File: src/rtl/pmod_dac_spi_driver.sv
// SPI driver for a Pmod DAC: one-entry sample buffer, mode-0 serial frame, then an LDAC strobe.
// Every output is a flop; strobes follow the FSM state with a one-cycle registered lag.
module pmod_dac_spi_driver #(
    parameter int unsigned RESOLUTION = 16,
    parameter int unsigned SCLK_HALF  = 4,
    parameter int unsigned LDAC_LEN   = 2,
    parameter int unsigned CS_GAP     = 2
) (
    input  logic                  clk,
    input  logic                  rst,
    input  logic [RESOLUTION-1:0] sample_data,
    input  logic                  sample_valid,
    output logic                  sample_ready,
    output logic                  dac_cs_n,
    output logic                  dac_ldac_n,
    output logic                  dac_din,
    output logic                  dac_sclk,
    output logic                  busy,
    output logic [15:0]           update_count
);

    // Zero-length LOAD/GAP phases are not meaningful; clamp them to one cycle.
    localparam int unsigned LdacCyc = (LDAC_LEN == 0) ? 1 : LDAC_LEN;
    localparam int unsigned GapCyc  = (CS_GAP == 0) ? 1 : CS_GAP;
    localparam int unsigned Span01  = (2 * SCLK_HALF > LdacCyc) ? 2 * SCLK_HALF : LdacCyc;
    localparam int unsigned MaxCnt  = (Span01 > GapCyc) ? Span01 : GapCyc;
    localparam int unsigned CntW    = $clog2(MaxCnt + 1);
    localparam int unsigned BitW    = $clog2(RESOLUTION + 1);

    typedef enum logic [2:0] {StIdle, StSetup, StShift, StLoad, StGap} state_e;

    state_e                  state_q, state_d;
    logic [CntW-1:0]         cnt_q, cnt_d;
    logic [BitW-1:0]         bit_q, bit_d;
    logic [RESOLUTION-1:0]   shreg_q, shreg_d;
    logic [RESOLUTION-1:0]   pend_data_q, pend_data_d;
    logic                    pend_vld_q, pend_vld_d;
    logic [15:0]             update_count_q, update_count_d;
    logic                    ready_q, ready_d;
    logic                    cs_n_q, cs_n_d;
    logic                    ldac_n_q, ldac_n_d;
    logic                    sclk_q, sclk_d;
    logic                    din_q, din_d;
    logic                    busy_q, busy_d;
    logic                    accept;
    logic                    take;
    logic                    in_frame;

    always_comb begin
        state_d        = state_q;
        cnt_d          = cnt_q;
        bit_d          = bit_q;
        shreg_d        = shreg_q;
        pend_data_d    = pend_data_q;
        pend_vld_d     = pend_vld_q;
        update_count_d = update_count_q;
        take           = 1'b0;
        accept         = sample_valid & ready_q;

        unique case (state_q)
            StIdle: begin
                if (pend_vld_q) begin
                    shreg_d = pend_data_q;
                    take    = 1'b1;
                    cnt_d   = '0;
                    state_d = StSetup;
                end
            end
            StSetup: begin
                if (cnt_q == CntW'(SCLK_HALF - 1)) begin
                    cnt_d   = '0;
                    bit_d   = '0;
                    state_d = StShift;
                end else begin
                    cnt_d = cnt_q + 1'b1;
                end
            end
            StShift: begin
                // Shift at the end of the high phase so din moves together with the sclk fall.
                if (cnt_q == CntW'(SCLK_HALF - 1)) begin
                    shreg_d = {shreg_q[RESOLUTION-2:0], 1'b0};
                end
                if (cnt_q == CntW'(2 * SCLK_HALF - 1)) begin
                    cnt_d = '0;
                    if (bit_q == BitW'(RESOLUTION - 1)) begin
                        state_d = StLoad;
                    end else begin
                        bit_d = bit_q + 1'b1;
                    end
                end else begin
                    cnt_d = cnt_q + 1'b1;
                end
            end
            StLoad: begin
                if (cnt_q == CntW'(LdacCyc - 1)) begin
                    cnt_d          = '0;
                    update_count_d = update_count_q + 16'd1;
                    state_d        = StGap;
                end else begin
                    cnt_d = cnt_q + 1'b1;
                end
            end
            StGap: begin
                if (cnt_q == CntW'(GapCyc - 1)) begin
                    cnt_d = '0;
                    if (pend_vld_q) begin
                        shreg_d = pend_data_q;
                        take    = 1'b1;
                        state_d = StSetup;
                    end else begin
                        state_d = StIdle;
                    end
                end else begin
                    cnt_d = cnt_q + 1'b1;
                end
            end
            default: state_d = StIdle;
        endcase

        // A same-edge accept wins over the free, so the new sample stays pending.
        if (take) begin
            pend_vld_d = 1'b0;
        end
        if (accept) begin
            pend_vld_d  = 1'b1;
            pend_data_d = sample_data;
        end
        ready_d = ~pend_vld_d;

        in_frame = (state_q == StSetup) || (state_q == StShift);
        cs_n_d   = ~in_frame;
        ldac_n_d = (state_q != StLoad);
        sclk_d   = (state_q == StShift) && (cnt_q < CntW'(SCLK_HALF));
        din_d    = in_frame & shreg_q[RESOLUTION-1];
        busy_d   = (state_q != StIdle);
    end

    always_ff @(posedge clk or posedge rst) begin
        if (rst) begin
            state_q        <= StIdle;
            cnt_q          <= '0;
            bit_q          <= '0;
            shreg_q        <= '0;
            pend_data_q    <= '0;
            pend_vld_q     <= 1'b0;
            update_count_q <= '0;
            ready_q        <= 1'b0;
            cs_n_q         <= 1'b1;
            ldac_n_q       <= 1'b1;
            sclk_q         <= 1'b0;
            din_q          <= 1'b0;
            busy_q         <= 1'b0;
        end else begin
            state_q        <= state_d;
            cnt_q          <= cnt_d;
            bit_q          <= bit_d;
            shreg_q        <= shreg_d;
            pend_data_q    <= pend_data_d;
            pend_vld_q     <= pend_vld_d;
            update_count_q <= update_count_d;
            ready_q        <= ready_d;
            cs_n_q         <= cs_n_d;
            ldac_n_q       <= ldac_n_d;
            sclk_q         <= sclk_d;
            din_q          <= din_d;
            busy_q         <= busy_d;
        end
    end

    assign sample_ready = ready_q;
    assign dac_cs_n     = cs_n_q;
    assign dac_ldac_n   = ldac_n_q;
    assign dac_sclk     = sclk_q;
    assign dac_din      = din_q;
    assign busy         = busy_q;
    assign update_count = update_count_q;

endmodule
File: config.mk
export PLATFORM = sky130hd
export DESIGN_NAME = pmod_dac_spi_driver
export DESIGN_NICKNAME = d
export VERILOG_FILES = /design/src/rtl/pmod_dac_spi_driver.sv
export SDC_FILE = /design/constraint.sdc
export NUM_CORES = 1
export LEC_CHECK = 0
export CORE_MARGIN = 4
export CORE_UTILIZATION = 50
export CTS_CLUSTER_DIAMETER = 200
export CTS_CLUSTER_SIZE = 20
export DETAILED_ROUTE_END_ITERATION = 12
export GPL_TIMING_DRIVEN = 0
export PLACE_DENSITY = 0.76
export SKIP_CTS_REPAIR_TIMING = 1
export SLEW_MARGIN = 10
export SYNTH_ARGS = -nofsm -noshare
export SYNTH_HDL_FRONTEND = slang
export SYNTH_SLANG_ARGS = --single-unit
File: constraint.sdc
create_clock -name clk -period 2.1 [get_ports clk]
set_clock_uncertainty 0.05 [all_clocks]
set_input_delay 0.21 -clock clk [delete_from_list [all_inputs] [get_ports clk]]
set_output_delay 0.21 -clock clk [all_outputs]
set_load 0.01 [all_outputs]
==> results.toml, run 1 <==
[outcome]
outcome = "complete, but fails checks"
violations = "negative setup slack"

[synthesis]
ys_top_cells_by_area = "dfrtp_1, mux2_2, mux2_4, nand2_1, xnor2_1"
yosysWarnings = 0
synth_ff_type = "dfrtp_1"
async_flop_share = 1.000
avgSynthCellArea_um2 = 12.26
syn-cell-area_mm2 = 0.003237
yosys.area.top_type = "dfrtp_1"
synth_nets = 289
yosysTopAreaCellShare = 0.5025
yosysSeqAreaShare = 0.5187
synthCells = 264
synthDistinctLibCells = 53
synth_edf_count = 0
synth-seq-cells = 67

[pwr]
p_per_area_mw_per_mm2 = 1301
p_sw_frac = 0.3260
pwr-share-clk = 0.193
sequentialPowerShare = 0.382
p_int_uw = 3629
ir_worst_vdd_uv = 723.8
leakage_uw = 0.001796
power.total_uw = 5384
p_comb_frac = 0.425
p_switching_uw = 1755

[cells_and_area]
antenna_cells = 0
final_common_cell = "dfrtp_1"
final_cell_mix = "dfrtp_1, clkdlybuf4s50_1, mux2_2"
area_growth_pct = 27.79
nets = 354
final_cell_count_no_fill = 411
stdcell_area_mm2 = 0.004136
drive_above_1_share = 0.3293

[critical_path]
path_class = "register to register"
crit_family = "simple AND/OR/NAND/NOR gates"
cp_data_required_time_ps = 2320
arrival_ps = 2360
r2r_setup_slack_ps = -40
crit_path_end_kind = "register"
cp_max_fo = 7
worstSetupStartpointType = "register"
crit_buf_inv = 0
slowest_delay_ps = 560
crit_path_cell_trace = "ha_2 -> and3_4 -> ha_4 -> and4bb_2 -> o21ai_4 -> or4_1 -> o21ai_1"
cp_slowest_cell = "or4_1"

[drt]
dr_total_vias = 2224
route.detailed.wl_per_inst_um = 15.60
post-route-drc-count = 0
drtIter0Drc = 182
drtAntennaViolNets = 0
routed_via_density = 5.411
wirelength_um = 6411
dr.pass1.iters = 4

[clocking]
cts.clk_slew.worst_paths_ps = 70
cts_inserted_buffers = 9
clk_path_buf_depth = 2
cts-root-buf = "clkbuf_8"
clkSinkCount = 67
cts_htree_levels = 3
cts_tree = "yes"
clk-insertion-delay-late_ps = 340

[timing]
timing.final.crit_share = 1.020
worstMarginPinSlew_ps = 799.1
clock.fmax_ghz = 0.4669
fin_crit_ps = 2142
setup_ws_ps = -41.73
rsz0062_at_grt = "true"
slew_violations = 0
relSlewSlack = 0.4673
hold_viol = 0
setup_viol_count_final = 1

[global_routing]
grt_use_total = 0.1705
first_global_vias = 2108
grt_max_degree = 68
antenna_found_initial = 0
grt-ovfl-total = 0
grt_pass1_wl_um = 10140

[placement]
placed_cells = 381
hpwlAfterDp_um = 4151
port_buffers = 40
post_dp_cell_area_mm2 = 0.003736
place_congestion = 0.8193

[floorplan]
core_region_area_mm2 = 0.006314
die-area_mm2 = 0.007825
die_height_um = 88.46
initial_utilization = 0.5127
io_pins = 41
num_rows = 29
die_w_um = 88.46

[run]
maxCapViolCount = 0

[hold_path]
hold_path_class = "primary input to asynchronous set/reset pin"
[kinds of logic after synthesis]
group,after synthesis,share of synthesized area
and+or+nand+nor,76,0.1357
DFF,67,0.5187
muxes,50,0.1848
AOI/OAI and AO/OA,29,0.06301
buffers and inverters,19,0.02860
xor gates and xnor gates,17,0.04600
adders and majority gates,6,0.02319
[per-stage QoR]
| step | hold slack, ps | worst slack [ps] | util | setup TNS (ps) |
|---|---|---|---|---|
| after global placement | 413.1 | -907.6 | 0.5914 | -61110 |
| after floorplan | 306.0 | 37.97 | - | 0 |
| after global routing | 403.3 | -106.2 | 0.6552 | -167.8 |
| after detailed placement | 426.0 | -170.5 | 0.5918 | -1790 |
| after CTS | 354.0 | -191.9 | 0.6211 | -2069 |
| final | 323.8 | -41.73 | 0.6552 | -41.73 |
[final timing paths]
| check | from | cells after the start | end |
|---|---|---|---|
| worst min register to register | update_count[15] | 1 | update_count[15] |
| worst min-delay path | rst | 2 | update_count[14] |
| worst max-delay path | bit_q[1] | 7 | bit_q[3] |
| min in group clk | sample_data[15] | 2 | pend_data_q[15] |
| max in group asynchronous | rst | 2 | cnt_q[0] |
| worst max register to register | bit_q[1] | 7 | bit_q[3] |
[sequential cells by signal (all words and copies together), names as in the netlist]
signal        cells
bit_q             5
busy              1
cnt_q             4
dac_cs_n          1
dac_din           1
dac_ldac_n        1
dac_sclk          1
pend_data_q      16
pend_vld_q        1
sample_ready      1
shreg_q          16
state_q           3
update_count     16
[worst register-to-register path, delay by kind of cell (launching register included)]
kind	cells	cell delay [ps]
fa+ha+maj	2	350
simple gates	3	1080
flops	1	400
compound gates	2	190
[layout make-up]
| type | instances | area, um2 |
|---|---|---|
| timing repair buffer | 54 | 523.0 |
| clock inverter | 5 | 53.80 |
| sequential | 67 | 1682 |
| buffer | 10 | 67.56 |
| clock buffer | 11 | 131.4 |
| multi-input combinational | 178 | 1546 |
| fill | 480 | 2177 |
| tap | 77 | 96.34 |
| inverter | 9 | 36.28 |
[Yosys cell counts, drive strengths merged (2+ instances only)]
master   n
nor3     4
or3      2
clkbuf   2
nor2    12
nand2b   3
dfstp    2
a31oi    3
mux2i    2
dfrtp   65
xnor2    9
nand3   10
nor3b    3
o21ai    7
and4     3
o221ai   2
mux2    48
nand4    3
inv      9
a21o     2
a21oi    5
or4      3
buf      8
ha       6
nor4     2
nand2   22
xor2     8
nor2b    2
[power groups by stage]
stage	combinational (uW)	sequential [uW]	clock, uW
2_1_floorplan	1520	2000	0
3_3_place_gp	1940	2030	0
3_5_place_dp	2000	2050	0
4_1_cts	2010	2030	1050
5_1_grt	2480	2110	1120
6_report	2290	2060	1040
[metal layers]
metal / wire (um) / global-route usage
met1: 2874 / 0.2263
met2: 3098 / 0.2651
met3: 349 / 0.04097
met4: 88 / 0.07967
met5: 0 / 0
(Power assumes the default switching activity.)
==> inputs of run 2 (changes only) <==
Settings changed: CORE_UTILIZATION 50 to 54, PLACE_DENSITY 0.76 to 0.86.
Clock period 2.1 ns to 2.7 ns, I/O delays scaled along.
==> run 2 against run 1 <==
The run now ends clean. Hold slack improved by 45 ps. Fmax decreased by 6.9%. First-iteration DRC count decreased by 11%.
==> results.toml, run 2 (synthesis results as in run 1) <==
[timing]
slew_violations = 0
setup_viol_count_final = 0
worstMarginPinSlew_ps = 781.4
fin_crit_ps = 2300
rsz0062_at_grt = "false"
timing.final.crit_share = 0.8518
timing.hold.ws_ps = 368.9
relSlewSlack = 0.4791
clock.fmax_ghz = 0.4348
hold_viol = 0

[placement]
hpwlAfterDp_um = 4167
post_dp_cell_area_mm2 = 0.003730
port_buffers = 40
place_congestion = 0.8853

[pwr]
ir_worst_vdd_uv = 603.7
sequentialPowerShare = 0.399
p_switching_uw = 1279
p_sw_frac = 0.3217
p_per_area_mw_per_mm2 = 1011
p_int_uw = 2696
pwr-share-clk = 0.208
power.total_uw = 3975
leakage_uw = 0.001718
p_comb_frac = 0.392

[hold_path]
hold_path_class = "primary input to asynchronous set/reset pin"

[cells_and_area]
area_growth_pct = 21.49
regArea_mm2 = 0.001679
stdcell_area_mm2 = 0.003933
final_common_cell = "dfrtp_1"
nets = 340
final_cell_mix = "dfrtp_1, clkdlybuf4s50_1, mux2_2"
antenna_cells = 0
drive_above_1_share = 0.2719
fillers = 414
multi_input_area_mm2 = 0.001465

[global_routing]
antenna_found_initial = 0
grt-ovfl-total = 0
grt_pass1_wl_um = 9956
first_global_vias = 2143
grt_use_total = 0.1714
grt_max_degree = 68

[drt]
drtAntennaViolNets = 0
routed_via_density = 5.528
wirelength_um = 5798
dr.pass1.iters = 4
route.detailed.wl_per_inst_um = 14.79
post-route-drc-count = 0
drtIter0Drc = 162
dr_total_vias = 2167

[outcome]
outcome = "finished clean"

[floorplan]
die_height_um = 85.42
num_rows = 27
core_region_area_mm2 = 0.005675
io_pins = 41
initial_utilization = 0.5703
die_w_um = 85.42
die-area_mm2 = 0.007297

[run]
maxCapViolCount = 0

[clocking]
clk_path_buf_depth = 2
cts_htree_levels = 3
cts_tree = "yes"
clkSinkCount = 67
cts_inserted_buffers = 9
cts-root-buf = "clkbuf_8"
clk-insertion-delay-late_ps = 340
cts.clk_slew.worst_paths_ps = 70

[critical_path]
slowest_delay_ps = 450
crit-reg2reg-launch = "cnt_q[1]"
crit_path_end_kind = "register"
crit_path_cell_trace = "inv_1 -> ha_1 -> or3b_1 -> nand2_1 -> a31oi_2 -> buf_6 -> mux2_4"
cp_max_fo = 10
cp_data_required_time_ps = 2870
crit_path_start = "cnt_q[1]"
worstSetupStartpointType = "register"
cp_slowest_cell = "or3b_1"
arrival_ps = 2470
path_class = "register to register"
[run 2: cell types whose count changed in the layout (fill, tap and decap cells not counted), sizes merged]
cell	before	now
clkbuf	14	12
clkinvlp	0	1
buf	21	8
[run 2: cell type report]
type,count,share of cell area
clock buffer,10,0.03500
sequential,67,0.4270
tap,72,0.02291
clock inverter,6,0.01654
timing repair buffer,40,0.1018
multi-input combinational,178,0.3726
inverter,9,0.009227
buffer,10,0.01495
[run 2: per-layer routing]
layer / wire [um] / GRT usage / share of wire
met5: 0 / 0 / 0
met4: 119 / 0.08921 / 0.021
met3: 314 / 0.03981 / 0.054
met2: 2771 / 0.2549 / 0.48
met1: 2594 / 0.2337 / 0.45
[run 2: through the flow]
stage                     setup WS, ps  cells  setup TNS [ps]  utilization
final                            400.0    392               0       0.6929
after global routing             273.7    392               0       0.6929
after CTS                        407.9    392               0       0.6929
after detailed placement         431.6    376               0       0.6572
after global placement          -369.7    376          -23920       0.6567
after floorplan                  638.0    264               0            -
[run 2: path summary, 6_finish.rpt]
path	endpoint	slack, ps	depth (start not counted)
setup / recovery	shreg_q[4]	400	7
hold / removal	update_count[13]	370	2
setup reg to reg	shreg_q[4]	400	7
hold reg to reg	update_count[15]	430	1
max in group asynchronous	cnt_q[3]	1710	2
min in group clk	update_count[15]	430	1
[run 2: power groups by stage]
stage / registers (uW) / logic [uW] / clock network (uW)
finish: 1590 / 1560 / 829
global route: 1630 / 1720 / 897
CTS: 1590 / 1570 / 848
detailed placement: 1600 / 1560 / 0
global placement: 1580 / 1500 / 0
floorplan: 1560 / 1180 / 0
[run 2: worst max-delay path: cells and delay by family, from the launching register on]
kind | cells | cell delay [ps]
buf+inv | 2 | 330
simple gates | 2 | 630
compound gates | 1 | 220
mux | 1 | 300
flops | 1 | 420
fa+ha+maj | 1 | 230
